==> src/rtl/rtc_cfg_pkg.sv <==
// Shared codes, state encoding and sizing helpers
// for the RTC field chip-select selector.
package rtc_cfg_pkg;

  localparam logic [2:0] CONF_NONE  = 3'b000;
  localparam logic [2:0] CONF_HORA  = 3'b001;
  localparam logic [2:0] CONF_FECHA = 3'b010;
  localparam logic [2:0] CONF_TIMER = 3'b100;

  typedef enum logic [1:0] {
    IDLE,
    ED_HORA,
    ED_FECHA,
    ED_TIMER
  } estado_t;

  localparam int N_HORA_DEF  = 3;
  localparam int N_FECHA_DEF = 4;
  localparam int N_TIMER_DEF = 3;

  function automatic int cw_de(input int a, input int b, input int c);
    int m;
    m = a;
    if (b > m) m = b;
    if (c > m) m = c;
    return (m > 1) ? $clog2(m) : 1;
  endfunction

  localparam int CW_DEF = cw_de(N_HORA_DEF, N_FECHA_DEF, N_TIMER_DEF);

  function automatic estado_t est_de(input logic [2:0] c);
    estado_t e;
    case (c)
      CONF_HORA:  e = ED_HORA;
      CONF_FECHA: e = ED_FECHA;
      CONF_TIMER: e = ED_TIMER;
      default:    e = IDLE;
    endcase
    return e;
  endfunction

endpackage

==> src/rtl/contador_timeout.sv <==
// Idle-cycle counter for edit modes; expira flags
// the last counted cycle before automatic exit.
module contador_timeout #(
  parameter int TIMEOUT_CYC = 1000
) (
  input  logic clk,
  input  logic rst_n,
  input  logic clr,
  input  logic en,
  output logic expira
);

  localparam int W = $clog2(TIMEOUT_CYC);

  logic [W-1:0] cnt_q;

  always_ff @(posedge clk or negedge rst_n) begin
    if (!rst_n) begin
      cnt_q <= '0;
    end else if (clr) begin
      cnt_q <= '0;
    end else if (en) begin
      cnt_q <= cnt_q + 1'b1;
    end
  end

  assign expira = en && (cnt_q == W'(TIMEOUT_CYC - 1));

endmodule

==> src/rtl/selector_cs_campos_rtc.sv <==
// Registered RTC chip-select decoder with an
// edit cursor per field group and idle timeout.
module selector_cs_campos_rtc
  import rtc_cfg_pkg::*;
#(
  parameter  int N_HORA      = N_HORA_DEF,
  parameter  int N_FECHA     = N_FECHA_DEF,
  parameter  int N_TIMER     = N_TIMER_DEF,
  parameter  int TIMEOUT_CYC = 1000,
  localparam int CW = cw_de(N_HORA, N_FECHA, N_TIMER)
) (
  input  logic               clk,
  input  logic               rst_n,
  input  logic [2:0]         funcion_conf,
  input  logic               flag_mostrar_count,
  input  logic               btn_izq,
  input  logic               btn_der,
  output logic [N_HORA-1:0]  cs_hora,
  output logic [N_FECHA-1:0] cs_fecha,
  output logic [N_TIMER-1:0] cs_timer,
  output logic [CW-1:0]      cursor,
  output logic               editando,
  output logic               fin_edicion
);

  estado_t      state_q, state_d;
  logic [CW-1:0] cursor_d;
  logic [2:0]   conf_prev;
  logic         legal, cambio;
  logic         btn_any, clr, en, expira;
  logic [CW-1:0] lim;

  logic [N_HORA-1:0]  cs_hora_d;
  logic [N_FECHA-1:0] cs_fecha_d;
  logic [N_TIMER-1:0] cs_timer_d;
  logic               editando_d, fin_d;

  assign btn_any = btn_izq | btn_der;
  assign en      = (state_q != IDLE) && !btn_any;
  assign clr     = (state_q == IDLE) || (state_d != state_q) || btn_any;

  contador_timeout #(
    .TIMEOUT_CYC(TIMEOUT_CYC)
  ) u_timeout (
    .clk   (clk),
    .rst_n (rst_n),
    .clr   (clr),
    .en    (en),
    .expira(expira)
  );

  always_ff @(posedge clk or negedge rst_n) begin
    if (!rst_n) begin
      state_q     <= IDLE;
      cursor      <= '0;
      conf_prev   <= CONF_NONE;
      cs_hora     <= '0;
      cs_fecha    <= '0;
      cs_timer    <= '0;
      editando    <= 1'b0;
      fin_edicion <= 1'b0;
    end else begin
      state_q     <= state_d;
      cursor      <= cursor_d;
      conf_prev   <= funcion_conf;
      cs_hora     <= cs_hora_d;
      cs_fecha    <= cs_fecha_d;
      cs_timer    <= cs_timer_d;
      editando    <= editando_d;
      fin_edicion <= fin_d;
    end
  end

  always_comb begin
    state_d  = state_q;
    cursor_d = cursor;
    legal    = (funcion_conf == CONF_HORA)
            || (funcion_conf == CONF_FECHA)
            || (funcion_conf == CONF_TIMER);
    cambio   = funcion_conf != conf_prev;
    unique case (state_q)
      ED_HORA:  lim = CW'(N_HORA - 1);
      ED_FECHA: lim = CW'(N_FECHA - 1);
      ED_TIMER: lim = CW'(N_TIMER - 1);
      default:  lim = '0;
    endcase
    unique case (state_q)
      IDLE: begin
        cursor_d = '0;
        if (cambio && legal) state_d = est_de(funcion_conf);
      end
      ED_HORA, ED_FECHA, ED_TIMER: begin
        // mode change outranks cursor movement
        if (!legal || cambio || expira) begin
          state_d  = est_de(funcion_conf);
          if (expira && !cambio) state_d = IDLE;
          cursor_d = '0;
        end else begin
          unique case (1'b1)
            (btn_der && !btn_izq):
              cursor_d = (cursor == lim) ? '0 : cursor + 1'b1;
            (btn_izq && !btn_der):
              cursor_d = (cursor == '0) ? lim : cursor - 1'b1;
            default: cursor_d = cursor;
          endcase
        end
      end
      default: begin
        state_d  = IDLE;
        cursor_d = '0;
      end
    endcase

    cs_hora_d  = '0;
    cs_fecha_d = '0;
    cs_timer_d = flag_mostrar_count ? '1 : '0;
    unique case (state_d)
      ED_HORA:  cs_hora_d  = N_HORA'(1) << cursor_d;
      ED_FECHA: cs_fecha_d = N_FECHA'(1) << cursor_d;
      ED_TIMER: cs_timer_d = N_TIMER'(1) << cursor_d;
      default:  ;
    endcase
    editando_d = state_d != IDLE;
    fin_d      = (state_q != IDLE) && (state_d == IDLE);
  end

endmodule

==> config.mk <==
export PLATFORM = sky130hd
export DESIGN_NAME = selector_cs_campos_rtc
export DESIGN_NICKNAME = d
export VERILOG_FILES = /design/src/rtl/rtc_cfg_pkg.sv /design/src/rtl/contador_timeout.sv /design/src/rtl/selector_cs_campos_rtc.sv
export SDC_FILE = /design/constraint.sdc
export NUM_CORES = 1
export LEC_CHECK = 0
export CAP_MARGIN = 0
export CORE_MARGIN = 5
export CORE_UTILIZATION = 54
export CTS_CLUSTER_SIZE = 8
export DETAILED_ROUTE_END_ITERATION = 12
export HOLD_SLACK_MARGIN = 0.12
export PLACE_DENSITY = 0.78
export SETUP_SLACK_MARGIN = 0.15
export SYNTH_ARGS = -nofsm -noshare
export SYNTH_HDL_FRONTEND = slang
export SYNTH_SLANG_ARGS = --single-unit
==> constraint.sdc <==
create_clock -name clk -period 2.2 [get_ports clk]
set_input_delay 0.66 -clock clk [delete_from_list [all_inputs] [get_ports clk]]
set_output_delay 0.66 -clock clk [all_outputs]
set_load 0.1 [all_outputs]
==> results.toml, run 1 <==
[outcome]
status = "finished, final reports clean"

[global_routing]
antenna_found_initial = 0
first_global_vias = 1586
grt_start_max_net_pins = 30
grt_overflow = 0
grt_first_pass_wirelength_um = 7659
grtUsageTotal_pct = 23.60

[sta]
setup_viol = 0
drv_slew = 0
grt_setup_unrepaired = "true"
period_share_pct = 99.25
slew_headroom_pct = 71.19
finalHoldViolCount = 0
period_minus_slack_ps = 2183
fmax_mhz = 458.0
max_slew.worst_pin.slew_ps = 431.7
clock_skew_ps = 6.507

[synthesis]
synth_common_cells = "dfrtp_1, nor2_1, nand2_1, inv_1, xnor2_1"
syn_inst = 163
synth_top_area_share_pct = 43.22
yosysWarnings = 0
syn_avg_cell_area_um2 = 10.30
ys_seq_elements = 29
seq_area_frac_synth_pct = 43.22
synth_area_mm2 = 0.001679
async_flop_share_pct = 100.0
yosysUniqueCellTypes = 50
synth_nets = 177
synthFlopType = "dfrtp_1"
synth_edf_count = 0
synth_area_leader_cell = "dfrtp_1"
yosys-top-cells-area = "dfrtp_1, nor2_1, ha_1"
synth_most_common_cell = "dfrtp_1"

[floorplan]
start_util_pct = 55.45
core_area_mm2 = 0.003028
dieWidth_um = 65.76
fp.dieH_um = 65.76
num_rows = 20
io_pins = 22
die_area_mm2 = 0.004324

[clock_network]
clk_pin_slew_worst_paths_ps = 100
clockBufferDepth = 2
ctsHoldBuffers = 0
clock-sinks = 29
cts_tree = "done"
cts-root-buf = "clkbuf_4"
clock_latency_ps = 320
numCtsBuffers = 5
htreeDepth = 2

[layout]
antenna_cells = 0
drive_gt1_share_pct = 55.70
fin_nets = 250
fin_cells = 281
syn2layout_area_growth_pct = 58.49
finalCoreUtilization_pct = 87.89
fin_area_mm2 = 0.002661

[pwr]
p_leak_nw = 1.231
ir_worst_vdd_uv = 356.3
power.total_mw = 1.376
power.density_cell_area_mw_per_mm2 = 516.9

[setup_path]
cp_max_fo = 7
required_ps = 2430
critPathLaunchType = "flop"
cp.arrival_ps = 2420
worstSetupPathType = "flop to flop"
cp-end-kind = "flop"

[detailed_routing]
drtPass1Iterations = 4
first_iter_violations = 104
wl_um = 5318
drc = 0
avgRoutedWirePerCell_um = 18.93
num_vias = 1607
ant_nets = 0
via_per_inst = 5.719

[place]
dp.cells = 254
numPortBuffers = 21
place_congestion = 0.8154
hpwl_um = 2881
postPlaceCellArea_mm2 = 0.002150

[run]
maxCapViolCount = 0

[hold_path]
hold_path.class = "primary input to flop"
-- cells in the final DEF (no fill, tap or decap), types with 3 or more instances in the layout --
master,instances
buf_4,51
dfrtp_1,25
nand2_1,13
nor2_1,10
buf_6,9
inv_1,8
nor2_4,8
xnor2_1,7
nand2_4,5
xor2_1,5
clkbuf_4,5
nor2_2,4
mux2i_1,4
dfrtp_2,4
buf_2,4
nand3_1,3
nand2b_4,3
nand2b_1,3
nand2_2,3
nor3b_2,3
ha_1,3
buf_12,3
-- path summary, 6_finish.rpt --
path,startpoint,end,slack (ps),cells after the start
worst max register to register,u_timeout.cnt_q[0],cs_timer[0],20,10
worst min register to register,u_timeout.cnt_q[0],u_timeout.cnt_q[0],580,2
max in group asynchronous,rst_n,conf_prev[0],1180,2
min in group asynchronous,rst_n,u_timeout.cnt_q[4],710,2
worst min-delay path,funcion_conf[1],conf_prev[1],500,1
worst max-delay path,u_timeout.cnt_q[0],cs_timer[0],20,10
-- sequential cells by signal, indices dropped and copies added (netlist names) --
signal / count
u_timeout.cnt_q: 10
cs_fecha: 4
conf_prev: 3
cs_hora: 3
cs_timer: 3
cursor: 2
state_q: 2
editando: 1
fin_edicion: 1
-- metrics by stage --
step | setup TNS, ps | hold WS, ps | setup slack, ps
floorplan | -5.687 | 364.4 | -5.687
global placement | -11660 | 526.3 | -521.9
detailed placement | -13040 | 528.5 | -623.4
CTS | 0 | 480.2 | 143.0
global route | -751.1 | 479.9 | -114.9
finish | 0 | 504.8 | 16.60
-- critical path, stage by stage, from the launching register on --
cell and delay [ps]:
dfrtp_1 390, ha_2 200, o211ai_2 130, nor4_4 330
buf_6 210, a22o_4 180, buf_6 100, a221oi_4 30
buf_4 160, nand2_4 100, mux2i_1 260
-- per-layer routing --
metal / wire length, um / vias up / GRT usage, %
met5: 0 / - / 0
met3: 270 / 25 / 4.615
li1: - / 710 / -
met2: 2738 / 72 / 41.43
met4: 221 / 0 / 8.031
met1: 2086 / 800 / 28.56
-- kinds of logic (layout without fill, tap and decap cells) --
group	count (synthesis)	in the layout	synth area share, %
compound gates	24	24	14.01
xor+xnor	12	12	6.259
fa+ha+maj	6	6	4.471
buf+inv	15	89	3.949
flops	29	29	43.22
mux	5	5	3.726
simple gates	72	72	24.37
-- where the power goes --
part           internal (mW)  switching, mW
Clock                  0.271          0.196
Combinational          0.132          0.217
Sequential             0.549         0.0112
-- layout make-up --
type / count / area [um2]
well taps: 44 / 55.05
multi-input cells: 119 / 1137
repair buffers: 70 / 609.3
flip-flops and latches: 29 / 730.7
clock inverters: 1 / 30.03
clock buffers: 7 / 55.05
inverters: 11 / 43.79
fillers: 137 / 366.6
-- repair_timing --
action	in CTS	in global routing
resized for setup	49	45
setup endpoints to repair	26	24
pin swaps	17	18
buffers inserted	11	7
cloned	1	0
Note: power is estimated with default switching activity, not from simulation.
==> run 2, diff against run 1 <==
--- a/config.mk
+++ b/config.mk
@@ -5,6 +5,7 @@
 export SDC_FILE = /design/constraint.sdc
 export NUM_CORES = 1
 export LEC_CHECK = 0
+export ABC_CLOCK_PERIOD_IN_PS = 2200
 export CAP_MARGIN = 0
 export CORE_MARGIN = 5
 export CORE_UTILIZATION = 54
==> results of run 2 <==
Same layout as run 1: the final DEF is identical, and so are final timing and power.
==> run 3, diff against run 2 <==
--- a/config.mk
+++ b/config.mk
@@ -5,9 +5,9 @@
 export SDC_FILE = /design/constraint.sdc
 export NUM_CORES = 1
 export LEC_CHECK = 0
-export ABC_CLOCK_PERIOD_IN_PS = 2200
+export ABC_CLOCK_PERIOD_IN_PS = 2040
 export CAP_MARGIN = 0
-export CORE_MARGIN = 5
+export CORE_MARGIN = 4
 export CORE_UTILIZATION = 54
 export CTS_CLUSTER_SIZE = 8
 export DETAILED_ROUTE_END_ITERATION = 12
==> constraint.sdc (replaced) <==
create_clock -name clk -period 2.04 [get_ports clk]
set_input_delay 0.612 -clock clk [delete_from_list [all_inputs] [get_ports clk]]
set_output_delay 0.612 -clock clk [all_outputs]
set_load 0.1 [all_outputs]
==> run 3 against run 2 <==
The run now fails in global routing. Area after synthesis did not move. Synthesized cell count did not move.
==> results.toml, run 3 <==
[synthesis]
synth_area_mm2 = 0.001679
yosysWarnings = 0
seq_area_frac_synth_pct = 43.22
synthFlopType = "dfrtp_1"
syn_avg_cell_area_um2 = 10.30
syn_inst = 163
ys_seq_elements = 29
synth_top_area_share_pct = 43.22
synth_nets = 177
synth_common_cells = "dfrtp_1, nor2_1, nand2_1, inv_1, xnor2_1"
synth_edf_count = 0
yosysUniqueCellTypes = 50
async_flop_share_pct = 100.0
synth_area_leader_cell = "dfrtp_1"
yosys-top-cells-area = "dfrtp_1, nor2_1, ha_1"
synth_most_common_cell = "dfrtp_1"

[sta]
worst-ep-kind = "sequential cell input"
crit_endpoint = "u_timeout.cnt_q[5]$_DFFE_PN0P_/D"

[floorplan]
num_rows = 19
start_util_pct = 58.86
io_pins = 22
fp.dieH_um = 63.76
dieWidth_um = 63.76

[global_routing]
grt_start_max_net_pins = 30

[clock_network]
numCtsBuffers = 5
clockBufferDepth = 2
clock-sinks = 29
htreeDepth = 2
ctsHoldBuffers = 0
cts-root-buf = "clkbuf_4"

[place]
place_congestion = 0.8391
hpwl_um = 3152
numPortBuffers = 21

[outcome]
last-stage-reached = "global routing"
status = "did not finish"
firstError = "[ERROR DPL-0038] Utilization greater than 100%, impossible to legalize"
## run 3: cells by family after synthesis
group	after synthesis	share of synthesized area (%)
buffers and inverters	15	3.949
flip-flops	29	43.22
XOR/XNOR	12	6.259
adder cells (fa/ha/maj)	6	4.471
AO/OA/AOI/OAI	24	14.01
AND/OR/NAND/NOR	72	24.37
multiplexers	5	3.726
## run 3: timing repair
item                       4_1_cts
resized for setup               54
setup endpoints to repair       26
buffers inserted                21
pin swaps                       22
cloned                           1
## run 3: through the flow
step | cell area [um2] | hold slack (ps) | std cells | setup slack (ps)
floorplan | 1688 | 316.4 | 163 | -117.5
global placement | 2313 | 526.4 | 245 | -700.5
detailed placement | 2313 | 565.4 | 245 | -823.5
CTS | 2699 | 559.7 | 275 | -74.53
==> run 4, diff against run 3 <==
--- a/config.mk
+++ b/config.mk
@@ -8,12 +8,9 @@
 export ABC_CLOCK_PERIOD_IN_PS = 2040
 export CAP_MARGIN = 0
 export CORE_MARGIN = 4
-export CORE_UTILIZATION = 54
-export CTS_CLUSTER_SIZE = 8
+export CORE_UTILIZATION = 40
 export DETAILED_ROUTE_END_ITERATION = 12
-export HOLD_SLACK_MARGIN = 0.12
-export PLACE_DENSITY = 0.78
-export SETUP_SLACK_MARGIN = 0.15
+export PLACE_DENSITY_LB_ADDON = 0.15
 export SYNTH_ARGS = -nofsm -noshare
 export SYNTH_HDL_FRONTEND = slang
 export SYNTH_SLANG_ARGS = --single-unit
==> run 4 against run 3 <==
The flow now finishes, with violations (negative setup slack).
==> results.toml, run 4 (same netlist as run 1, synthesis figures left out) <==
[floorplan]
dieWidth_um = 72.79
die_area_mm2 = 0.005298
fp.dieH_um = 72.79
num_rows = 23
core_area_mm2 = 0.004029
io_pins = 22
start_util_pct = 41.68

[setup_path]
cp-end-kind = "flop"
required_ps = 2240
worstSetupPathType = "primary input to flop"
cp-startpoint = "funcion_conf[0]"
critPathLaunchType = "primary input"
cp_max_fo = 7
crit-reg2reg-launch = "conf_prev[1]"
path_buf_inv = 3
cp.arrival_ps = 2300
cp_top_family = "simple AND/OR/NAND/NOR gates"
cp_slowest_cell = "a221oi_4"
worst_path_largest_cell_delay_ps = 280
crit_chain = "buf_6, nor4b_2, nand3b_1, buf_4, a21o_1, a221oi_4, mux2i_4, buf_12, nor3b_2"

[detailed_routing]
via_per_inst = 5.164
routed.top_layer = "met4"
ant_nets = 0
first_iter_violations = 55
avgRoutedWirePerCell_um = 15.32
drtPass1Iterations = 4
wl_met3_um = 159
m1WireLength_um = 1831
dr_wl_met2_um = 2263
num_vias = 1451
wl_um = 4304
drc = 0

[layout]
largest_reg_flops = 10
syn2layout_area_growth_pct = 57.82
regMostFlops = "u_timeout.cnt_q"
fin_area_mm2 = 0.002650
layout_commonest_cell = "buf_4"
top_regs = "u_timeout.cnt_q (10), cs_fecha (4)"
fin_nets = 244
mostFrequentLayoutCells = "buf_4, dfrtp_1, nand2_1"
drive_gt1_share_pct = 50.65
fin_cells = 281
antenna_cells = 0

[place]
dp.cells = 263
postPlaceCellArea_mm2 = 0.002330
hpwl_um = 3012
place_congestion = 0.8378
numPortBuffers = 21

[global_routing]
grtUsageTotal_pct = 17.45
grt_first_pass_wirelength_um = 7189
grt_overflow = 0
grt_start_max_net_pins = 30
antenna_found_initial = 0
first_global_vias = 1595

[sta]
finalWorstSetupSlack_ps = -61.44
clock_skew_ps = 3.453
setup_tns_ps = -462.9
max_slew.worst_pin.slew_ps = 394.0
slew_headroom_pct = 73.73
whs_ps = 511.2
fmax_mhz = 475.9
drv_slew = 0
period_minus_slack_ps = 2101
setup_viol = 12
grt_setup_unrepaired = "true"
period_share_pct = 103.0
finalHoldViolCount = 0

[pwr]
power.total_mw = 1.436
p_leak_nw = 1.210
power.density_cell_area_mw_per_mm2 = 541.8
ir_worst_vdd_uv = 229.7

[clock_network]
cts-root-buf = "clkbuf_8"
clockBufferDepth = 2
cts_tree = "done"
clock-sinks = 29
htreeDepth = 2
numCtsBuffers = 5
ctsHoldBuffers = 0
clk_pin_slew_worst_paths_ps = 70
clock_latency_ps = 280

[hold_path]
worstHoldStart = "funcion_conf[1]"
hold_path.class = "primary input to flop"

[run]
maxCapViolCount = 0

[outcome]
violations = "negative setup slack"
status = "finished, violations left"
-- run 4: timing repair --
action                                  in CTS  in global routing
gates resized for setup                     23                 38
pin swaps                                    8                 14
gates cloned                                 1                  0
setup buffers                                7                  6
endpoints found under the setup margin      26                 25
-- run 4: final cells by class --
class	instances	area [um2]
Fill cell	321	1379
Multi-Input combinational cell	119	1027
Sequential cell	29	730.7
Timing Repair Buffer	64	699.4
Clock buffer	5	68.82
Tap cell	50	62.56
Inverter	11	43.79
Clock inverter	3	17.52
-- run 4: power by group --
group	leakage [nW]	internal [mW]	switching (mW)	total [mW]
combinational	0.783	0.152	0.211	0.363
clock	0.0439	0.235	0.228	0.463
sequential	0.383	0.593	0.0168	0.610
total	1.21	0.980	0.456	1.44
-- run 4: through the flow --
stage / utilization [%] / setup slack (ps)
6_report: 65.78 / -61.44
5_1_grt: 65.78 / -145.6
4_1_cts: 62.58 / -182.2
3_5_place_dp: 57.83 / -765.1
3_3_place_gp: 57.83 / -693.8
2_1_floorplan: - / -117.7
-- run 4: layer usage --
layer,vias to the layer above,global-route usage [%]
li1,696,-
met1,720,21.13
met2,29,30.26
met3,6,4.408
met4,0,5.533
met5,-,0
-- run 4: path summary, 6_finish.rpt --
path                                 endpoint  slack, ps  cells after the start
max                        u_timeout.cnt_q[0]        -60                      9
min                              conf_prev[1]        510                      1
max reg2reg                u_timeout.cnt_q[0]        -60                      8
min reg2reg                u_timeout.cnt_q[0]        550                      2
max in group asynchronous           cursor[1]       1020                      2
min in group asynchronous  u_timeout.cnt_q[3]        710                      2
